### src/rtl/mod_plpbot_uart_fifo.sv
// PLP bus UART: programmable baud divisor, optional parity, 1/2 stop bits,
// RX/TX FIFOs and sticky error flags. State updates on the falling clock edge.

module mod_plpbot_uart_fifo_buf #(
   parameter int L = 4
) (
   input  logic         clk_i,
   input  logic         rst_i,
   input  logic         push_i,
   input  logic         pop_i,
   input  logic [7:0]   data_i,
   output logic [7:0]   data_o,
   output logic [L:0]   count_o,
   output logic         ovr_o
);
   localparam int N  = 1 << L;
   localparam int CW = L + 1;

   logic [7:0]   mem_q [N];
   logic [L-1:0] rd_q, rd_d, wr_q, wr_d;
   logic [L:0]   cnt_q, cnt_d;
   logic         full, empty, do_pop, do_push;

   always_comb begin
      full    = (cnt_q == CW'(N));
      empty   = (cnt_q == '0);
      do_pop  = pop_i & ~empty;
      // A pop in the same cycle frees a slot, so a full FIFO still accepts.
      do_push = push_i & (~full | do_pop);
      ovr_o   = push_i & ~do_push;
      rd_d    = rd_q + L'(do_pop);
      wr_d    = wr_q + L'(do_push);
      cnt_d   = cnt_q + CW'(do_push) - CW'(do_pop);
      data_o  = empty ? 8'h00 : mem_q[rd_q];
      count_o = cnt_q;
   end

   always_ff @(negedge clk_i) begin
      if (do_push) mem_q[wr_q] <= data_i;
   end

   always_ff @(negedge clk_i) begin
      if (rst_i) begin
         rd_q  <= '0;
         wr_q  <= '0;
         cnt_q <= '0;
      end else begin
         rd_q  <= rd_d;
         wr_q  <= wr_d;
         cnt_q <= cnt_d;
      end
   end
endmodule

module mod_plpbot_uart_fifo #(
   parameter int          FIFO_LOG2   = 4,
   parameter logic [15:0] DEFAULT_DIV = 16'd163
) (
   input  logic        rst,
   input  logic        clk,
   input  logic        ie,
   input  logic        de,
   input  logic [31:0] iaddr,
   input  logic [31:0] daddr,
   input  logic [1:0]  drw,
   input  logic [31:0] din,
   output logic [31:0] iout,
   output logic [31:0] dout,
   output logic        txd,
   input  logic        rxd,
   output logic        i_uart,
   output logic        pmc_uart_recv,
   output logic        pmc_uart_send
);
   localparam int CW    = FIFO_LOG2 + 1;
   localparam int DEPTH = 1 << FIFO_LOG2;

   typedef enum logic [2:0] {
      TX_IDLE, TX_START, TX_DATA, TX_PAR, TX_STOP1, TX_STOP2
   } tx_state_e;

   typedef enum logic [2:0] {
      RX_IDLE, RX_START, RX_DATA, RX_PAR, RX_STOP, RX_WAIT
   } rx_state_e;

   logic        wr, wr_cmd, wr_txbuf, wr_cfg;
   logic        tx_push, rx_pop, err_clr;
   logic [7:0]  txbuf_q, txbuf_d;
   logic [15:0] div_q, div_d, baud_q, baud_d, div_eff;
   logic [1:0]  par_q, par_d;
   logic        stop2_q, stop2_d;
   logic        tick, par_en, par_odd;

   tx_state_e   tx_st_q, tx_st_d;
   logic [7:0]  tx_sh_q, tx_sh_d;
   logic [2:0]  tx_bit_q, tx_bit_d;
   logic [3:0]  tx_tk_q, tx_tk_d;
   logic        tx_par_q, tx_par_d;
   logic        tx_pop, tx_last, tx_empty, tx_nf, tx_idle;
   logic [7:0]  tx_head;
   logic [CW-1:0] tx_cnt;

   rx_state_e   rx_st_q, rx_st_d;
   logic [7:0]  rx_sh_q, rx_sh_d;
   logic [2:0]  rx_bit_q, rx_bit_d;
   logic [3:0]  rx_tk_q, rx_tk_d;
   logic        rx_vld_q, rx_vld_d;
   logic        rx_s1_q, rx_s2_q;
   logic        rx_mid, rx_ne, perr_set, ferr_set;
   logic [7:0]  rx_head;
   logic [CW-1:0] rx_cnt;

   logic        perr_q, perr_d, ferr_q, ferr_d;
   logic        rxovr_q, rxovr_d, txovr_q, txovr_d;
   logic        rx_ovr_ev, tx_ovr_ev;
   logic [31:0] status;
   logic        unused_ok;

   assign unused_ok = ^{ie, iaddr, drw[1], din[31:19]};

   always_comb begin
      wr            = de & drw[0];
      wr_cmd        = wr & (daddr == 32'h0);
      wr_txbuf      = wr & (daddr == 32'hC);
      wr_cfg        = wr & (daddr == 32'h10);
      tx_push       = wr_cmd & din[0];
      rx_pop        = wr_cmd & din[1];
      err_clr       = wr_cmd & din[2];
      pmc_uart_send = tx_push;
      pmc_uart_recv = rx_pop;
      txbuf_d       = wr_txbuf ? din[7:0] : txbuf_q;
      div_d         = wr_cfg ? din[15:0] : div_q;
      par_d         = wr_cfg ? din[17:16] : par_q;
      stop2_d       = wr_cfg ? din[18] : stop2_q;
      div_eff       = (div_q == 16'd0) ? 16'd1 : div_q;
      tick          = (baud_q == div_eff - 16'd1);
      baud_d        = (wr_cfg | tick) ? 16'd0 : baud_q + 16'd1;
      par_en        = (par_q == 2'd1) | (par_q == 2'd2);
      par_odd       = (par_q == 2'd2);
   end

   mod_plpbot_uart_fifo_buf #(.L(FIFO_LOG2)) u_txf (
      .clk_i   (clk),
      .rst_i   (rst),
      .push_i  (tx_push),
      .pop_i   (tx_pop),
      .data_i  (txbuf_q),
      .data_o  (tx_head),
      .count_o (tx_cnt),
      .ovr_o   (tx_ovr_ev)
   );

   mod_plpbot_uart_fifo_buf #(.L(FIFO_LOG2)) u_rxf (
      .clk_i   (clk),
      .rst_i   (rst),
      .push_i  (rx_vld_q),
      .pop_i   (rx_pop),
      .data_i  (rx_sh_q),
      .data_o  (rx_head),
      .count_o (rx_cnt),
      .ovr_o   (rx_ovr_ev)
   );

   always_comb begin
      tx_st_d  = tx_st_q;
      tx_sh_d  = tx_sh_q;
      tx_bit_d = tx_bit_q;
      tx_par_d = tx_par_q;
      tx_tk_d  = tick ? tx_tk_q + 4'd1 : tx_tk_q;
      tx_pop   = 1'b0;
      tx_empty = (tx_cnt == '0);
      tx_last  = tick & (tx_tk_q == 4'hF);
      unique case (tx_st_q)
         TX_IDLE: if (!tx_empty) begin
            tx_pop   = 1'b1;
            tx_sh_d  = tx_head;
            tx_par_d = ^tx_head;
            tx_bit_d = 3'd0;
            tx_tk_d  = 4'd0;
            tx_st_d  = TX_START;
         end
         TX_START: if (tx_last) tx_st_d = TX_DATA;
         TX_DATA: if (tx_last) begin
            tx_sh_d  = {1'b0, tx_sh_q[7:1]};
            tx_bit_d = tx_bit_q + 3'd1;
            if (tx_bit_q == 3'd7) tx_st_d = par_en ? TX_PAR : TX_STOP1;
         end
         TX_PAR:   if (tx_last) tx_st_d = TX_STOP1;
         TX_STOP1: if (tx_last) tx_st_d = stop2_q ? TX_STOP2 : TX_IDLE;
         TX_STOP2: if (tx_last) tx_st_d = TX_IDLE;
         default:  tx_st_d = TX_IDLE;
      endcase
   end

   always_comb begin
      case (tx_st_q)
         TX_START: txd = 1'b0;
         TX_DATA:  txd = tx_sh_q[0];
         TX_PAR:   txd = tx_par_q ^ par_odd;
         default:  txd = 1'b1;
      endcase
   end

   always_comb begin
      rx_st_d  = rx_st_q;
      rx_sh_d  = rx_sh_q;
      rx_bit_d = rx_bit_q;
      rx_tk_d  = tick ? rx_tk_q + 4'd1 : rx_tk_q;
      rx_vld_d = 1'b0;
      perr_set = 1'b0;
      ferr_set = 1'b0;
      rx_mid   = tick & (rx_tk_q == 4'hF);
      unique case (rx_st_q)
         RX_IDLE: if (tick & ~rx_s2_q) begin
            rx_tk_d = 4'd0;
            rx_st_d = RX_START;
         end
         // Mid-start re-sample: a line back high was only a glitch.
         RX_START: if (tick & (rx_tk_q == 4'd7)) begin
            rx_tk_d  = 4'd0;
            rx_bit_d = 3'd0;
            rx_st_d  = rx_s2_q ? RX_IDLE : RX_DATA;
         end
         RX_DATA: if (rx_mid) begin
            rx_sh_d  = {rx_s2_q, rx_sh_q[7:1]};
            rx_bit_d = rx_bit_q + 3'd1;
            if (rx_bit_q == 3'd7) rx_st_d = par_en ? RX_PAR : RX_STOP;
         end
         RX_PAR: if (rx_mid) begin
            perr_set = rx_s2_q ^ (^rx_sh_q) ^ par_odd;
            rx_st_d  = RX_STOP;
         end
         RX_STOP: if (rx_mid) begin
            rx_vld_d = rx_s2_q;
            ferr_set = ~rx_s2_q;
            rx_st_d  = rx_s2_q ? RX_IDLE : RX_WAIT;
         end
         RX_WAIT: if (rx_s2_q) rx_st_d = RX_IDLE;
         default: rx_st_d = RX_IDLE;
      endcase
   end

   always_comb begin
      perr_d  = (perr_q & ~err_clr) | perr_set;
      ferr_d  = (ferr_q & ~err_clr) | ferr_set;
      rxovr_d = (rxovr_q & ~err_clr) | rx_ovr_ev;
      txovr_d = (txovr_q & ~err_clr) | tx_ovr_ev;
      tx_nf   = (tx_cnt != CW'(DEPTH));
      rx_ne   = (rx_cnt != '0);
      tx_idle = (tx_st_q == TX_IDLE) & (tx_cnt == '0);
      i_uart  = rx_ne;
      iout    = 32'h0;
      status  = {8'h00, 8'(tx_cnt), 8'(rx_cnt), 1'b0, tx_idle,
                 txovr_q, rxovr_q, ferr_q, perr_q, rx_ne, tx_nf};
      case (daddr)
         32'h04:  dout = status;
         32'h08:  dout = {24'h0, rx_head};
         32'h0C:  dout = {24'h0, txbuf_q};
         32'h10:  dout = {13'h0, stop2_q, par_q, div_q};
         default: dout = 32'h0;
      endcase
   end

   always_ff @(negedge clk) begin
      if (rst) begin
         txbuf_q  <= 8'h00;
         div_q    <= DEFAULT_DIV;
         par_q    <= 2'd0;
         stop2_q  <= 1'b0;
         baud_q   <= 16'd0;
         tx_st_q  <= TX_IDLE;
         tx_sh_q  <= 8'h00;
         tx_bit_q <= 3'd0;
         tx_tk_q  <= 4'd0;
         tx_par_q <= 1'b0;
         rx_st_q  <= RX_IDLE;
         rx_sh_q  <= 8'h00;
         rx_bit_q <= 3'd0;
         rx_tk_q  <= 4'd0;
         rx_vld_q <= 1'b0;
         rx_s1_q  <= 1'b1;
         rx_s2_q  <= 1'b1;
         perr_q   <= 1'b0;
         ferr_q   <= 1'b0;
         rxovr_q  <= 1'b0;
         txovr_q  <= 1'b0;
      end else begin
         txbuf_q  <= txbuf_d;
         div_q    <= div_d;
         par_q    <= par_d;
         stop2_q  <= stop2_d;
         baud_q   <= baud_d;
         tx_st_q  <= tx_st_d;
         tx_sh_q  <= tx_sh_d;
         tx_bit_q <= tx_bit_d;
         tx_tk_q  <= tx_tk_d;
         tx_par_q <= tx_par_d;
         rx_st_q  <= rx_st_d;
         rx_sh_q  <= rx_sh_d;
         rx_bit_q <= rx_bit_d;
         rx_tk_q  <= rx_tk_d;
         rx_vld_q <= rx_vld_d;
         rx_s1_q  <= rxd;
         rx_s2_q  <= rx_s1_q;
         perr_q   <= perr_d;
         ferr_q   <= ferr_d;
         rxovr_q  <= rxovr_d;
         txovr_q  <= txovr_d;
      end
   end
endmodule

### config.mk
export PLATFORM = sky130hd
export DESIGN_NAME = mod_plpbot_uart_fifo
export DESIGN_NICKNAME = d
export VERILOG_FILES = /design/src/rtl/mod_plpbot_uart_fifo.sv
export SDC_FILE = /design/constraint.sdc
export NUM_CORES = 1
export LEC_CHECK = 0
export BUFFER_PORTS_ARGS = -buffer_cell sky130_fd_sc_hd__buf_2
export CORE_ASPECT_RATIO = 1.1
export CORE_MARGIN = 5
export CORE_UTILIZATION = 36
export CTS_BUF_LIST = sky130_fd_sc_hd__clkbuf_8 sky130_fd_sc_hd__clkbuf_16
export CTS_CLUSTER_SIZE = 40
export DETAILED_ROUTE_END_ITERATION = 6
export PLACE_DENSITY_LB_ADDON = 0.15
export SLEW_MARGIN = 0
export SYNTH_ARGS = -nofsm -noshare
export SYNTH_HDL_FRONTEND = slang
export SYNTH_SLANG_ARGS = --single-unit
### constraint.sdc
create_clock -name clk -period 6.5 [get_ports clk]
set_input_delay 1.3 -clock clk [delete_from_list [all_inputs] [get_ports clk]]
set_output_delay 1.3 -clock clk [all_outputs]
set_load 0.02 [all_outputs]
# == Yosys cells after proc, flatten, opt, wreduce, memory -nomap -nowiden ==
# Memory sizes are Yosys's and may differ from the RTL's. A register that Yosys moved wholly into a read port is not among the register bits.
# Cells that the tools add are included.
# totals
register_bits,113
latchBits,0
ramBits,256
romBits,0
in_bits,103
out_inout_bits,68
wordCells,197
n_memories,2
# mem_list
memory,depth,word_bits,rd,rd_ports_with_merged_regs,write_ports,line,rtl
u_rxf.mem_q,16,8,1,1,1,19,logic [7:0] mem_q [N];
u_txf.mem_q,16,8,1,1,1,19,
# classes
add_sub_neg,14
n_mul,0
div,0
n_lt_le_gt_ge,0
eq_ne,39
shift,0
muxes,53
n_bitwise,43
reduce_logical,19
# op_table
operator,n
$pmux W21 S4,1
$eq A32 B4 Y1 const B,2
$mux W3,21
$pmux W3 S6,2
$eq A32 B3 Y1 const B,1
$eq A32 B5 Y1 const B,1
$logic_not A32 Y1,1
$mux W4,8
$mux W8,4
$ne A2 B2 Y1 const B,14
$and A1 B1 Y1,22
$eq A3 B3 Y1 const B,6
$add A16 B1 Y16 const B,1
$add A4 B1 Y4,4
$eq A16 B16 Y1,1
$logic_not A16 Y1,1
$mux W16,1
$pmux W8 S2,1
$reduce_xor A8 Y1,2
$sub A16 B1 Y16 const B,1
$reduce_and A7 Y1,2
$eq A3 B2 Y1 const B,4
$pmux W3 S2,2
$add A5 B1 Y5,2
other kinds (25),63

# == Depth between registers and ports, before layout ==
# depth
depth_word,9
mapped_depth,17
ltp_nobuf,16

# == By module ==
# Synthesis repeated with hierarchy kept, for this count alone.
# unflattened
cells_unflattened,1256
area_unflattened_um2,16917.5
# modules_own_cells
mod,instances,cells_each,area_each_um2,seq_area_each_um2
mod_plpbot_uart_fifo_buf,2,299,5719.2,4103.9
mod_plpbot_uart_fifo,1,658,5479.0,1741.7

==> out/results.ini <==
[final_layout]
area_growth_pct = 31.2
drive_above_1_share_pct = 23.9
postLayoutCoreUtil_pct = 47.8
layout.nets = 1903
fillCellCount = 4236
n_antenna_cell = 0

[synthesis]
synth_seq_cells = 369
synth_common_cells = 256 x edfxtp_1, 113 x dfxtp_1, 110 x nor2_1
syn-cell-area_um2 = 16600
synth_cell_types = 77
synth_area_leaders = edfxtp_1 46%, dfxtp_1 14%, mux4_2 9.5%
ys_dominant_reg_cell = edfxtp_1
synth.avg_cell_area_um2 = 13.5
synth_top_area_share_pct = 46.4
synth_edf_count = 256
synth-async-reset-ratio_pct = 0
synth_seq_area_share_pct = 60.0
yosysTopAreaCell = edfxtp_1
synth_warnings = 0
yosysMostFrequentCell = edfxtp_1
netlist_instances = 1224

[run_status]
violations = setup timing
status = finished with violations

[timing]
tightest_slew_ns = 0.853
worst_slack_ns = -0.742
rsz0062_at_grt = yes
slew_headroom_pct = 43.2
tns_ns = -5.68
drv_slew = 0
hold_viol = 0
setup_viol = 9
skew_ns = 0.0246

[hold_path]
hp-class = reg -> reg

[clock_network]
path_clk_slew_ns = 0.05
tritoncts = built
clk_latency_ns = 0.62
cts_buffer_depth = 3
cts_sinks = 369
numCtsBuffers = 44
root_buffer = clkbuf_16
h-tree-depth = 2

[drt]
vias = 11577
drt-initial-drc-count = 492
wirelength_um = 41300
drc_errors = 0
wl_per_cell_um = 17.3
vias_per_cell = 4.85
firstDrtPassIters = 5
ant_nets = 0

[floorplan]
start_util_pct = 36.4
die_area_um2 = 50400
row_count = 82
core_um2 = 45600
io_pins = 171
dieHeight_um = 235
die_w_um = 215

[pwr]
p_leak_nw = 9.09
total_power_mw = 6.41
switching_power_mw = 1.94
p_clk_share_pct = 50.2
sw_frac_of_total_pct = 30.3
powerDensity_nw_per_um2 = 295
p_int_mw = 4.47
max-vdd-ir-drop_mv = 0.233
comb_power_share_pct = 9.0
pwr-share-seq_pct = 40.9

[placed_design]
pre_cts_ws_ns = -0.696
dp_hpwl_um = 27500
place.gp.congestion = 0.788
port_buffers = 80

[grt]
grt_pass1_wl_um = 64100
overflow = 0
grt_use_total_pct = 16.1
grt_pass1_vias = 12408
antenna_found_initial = 1
grt_max_degree = 68

[setup_path]
slowest_stage = mux4_2
worstSetupPathType = reg -> out
path_buf_inv = 4
startpoint_type = register
path_delay_family = multiplexers
path_cells = buf_12, buf_12, mux4_2, mux4_2, inv_2, o221ai_2, buf_6
max_stage_delay_ns = 0.54
arrival_ns = 5.94
crit_fanout = 7
cp_data_required_time_ns = 5.20
critPathCaptureType = output port

[job]
max_cap_viol_count = 0

-- per-layer routing --
metal  vias up  global-route usage [%]  wire, µm
li1       5598                       -         -
met1      5645                    19.0     17700
met2       260                    26.1     20800
met3        72                    5.46      1780
met4         2                    8.41      1050
met5         -                       0        14
-- worst paths after layout --
check | startpoint | to | slack (ns) | cells past startpoint
max | u_rxf.rd_q[0]$_SDFF_NP0_ | dout[2] | -0.74 | 7
min | rx_s1_q$_SDFF_NP1_ | rx_s2_q$_SDFF_NP1_ | 0.44 | 1
max reg2reg | div_q[8]$_SDFFE_NP0P_ | tx_bit_q[1]$_SDFFE_NP0P_ | 1.65 | 12
min reg2reg | rx_s1_q$_SDFF_NP1_ | rx_s2_q$_SDFF_NP1_ | 0.44 | 1
-- what timing repair did --
item	in CTS	in global routing
gates resized for setup	50	35
hold buffers	0	0
pin swaps	2	18
endpoints found under the setup margin	10	89
cloned	2	0
buffers inserted	8	7
-- cells in the final DEF, fill, tap and decap left out, types with 7 or more instances in the layout --
cell type	Yosys	final
a21o_1	7	7
ha_1	29	25
mux2i_1	49	49
buf_2	8	65
nand4_1	7	7
nand3_1	32	31
a22oi_1	12	12
and3_1	12	12
xnor2_1	36	35
nor2_4	0	7
o21ai_0	23	17
buf_4	44	80
dfxtp_1	113	111
mux4_2	70	70
a21oi_1	39	35
nor3_1	18	9
nor2_2	0	11
o211ai_1	7	7
nand3b_1	8	8
nor2b_1	26	25
buf_12	0	28
inv_2	0	11
nand2_1	68	66
or2_2	8	8
a22o_1	8	8
nor2_1	110	92
conb_1	1	43
inv_1	39	406
clkbuf_16	0	44
nor4_1	12	7
clkinvlp_2	0	12
xor2_1	22	22
edfxtp_1	256	256
and2_1	9	8
buf_6	4	19
nor3_2	0	7
or3_1	13	12
-- worst register-to-register path, delay by kind of cell (launching register included) --
kind	cells	cell delay, ns
simple gates	7	3.36
compound gates	4	0.75
flops	1	0.40
fa+ha+maj	1	0.27
-- power groups by stage --
stage                     Combinational (mW)  Clock, mW  Sequential, mW
final                                  0.574       3.22            2.62
after global routing                   0.644       3.66            2.63
after CTS                              0.564       3.38            2.62
after detailed placement               0.560      0.339            2.65
after global placement                 0.553      0.339            2.65
after floorplan                        0.452      0.339            2.61
-- final cells by class --
type	count	area (µm²)	area share [%]
clock inverter	402	1650	7.59
sequential	369	9950	45.8
timing repair buffer	192	1700	7.82
tap	588	736	3.38
inverter	38	148	0.679
multi-input combinational	755	6460	29.7
clock buffer	44	1100	5.06
-- per-stage QoR --
step / instance area, µm² / cells / hold slack, ns
after floorplan: 17000 / 1266 / 0.389
after global placement: 18500 / 1929 / 0.407
after detailed placement: 18500 / 1929 / 0.421
after CTS: 21600 / 2384 / 0.441
after global routing: 21800 / 2388 / 0.457
final: 21800 / 2388 / 0.437
-- cell families after synthesis --
family	synth area share, %
flip-flops	60.0
AND/OR/NAND/NOR	11.3
buffers and inverters	4.45
AO/OA/AOI/OAI	5.90
multiplexers	12.5
XOR/XNOR	3.34
adder cells (fa/ha/maj)	2.43
other	0.0226
-- sequential cells by signal, indices dropped and copies added, names as in the netlist, 2 cells and up --
| signal | count |
|---|---|
| baud_q | 16 |
| div_q | 16 |
| par_q | 2 |
| rx_bit_q | 3 |
| rx_sh_q | 8 |
| rx_st_q | 3 |
| rx_tk_q | 4 |
| tx_bit_q | 3 |
| tx_sh_q | 8 |
| tx_st_q | 3 |
| tx_tk_q | 4 |
| txbuf_q | 8 |
| u_rxf.count_o | 5 |
| u_rxf.mem_q | 128 |
| u_rxf.rd_q | 4 |
| u_rxf.wr_q | 4 |
| u_txf.count_o | 5 |
| u_txf.mem_q | 128 |
| u_txf.rd_q | 4 |
| u_txf.wr_q | 4 |
No activity file was read; power rests on OpenSTA's default activity.
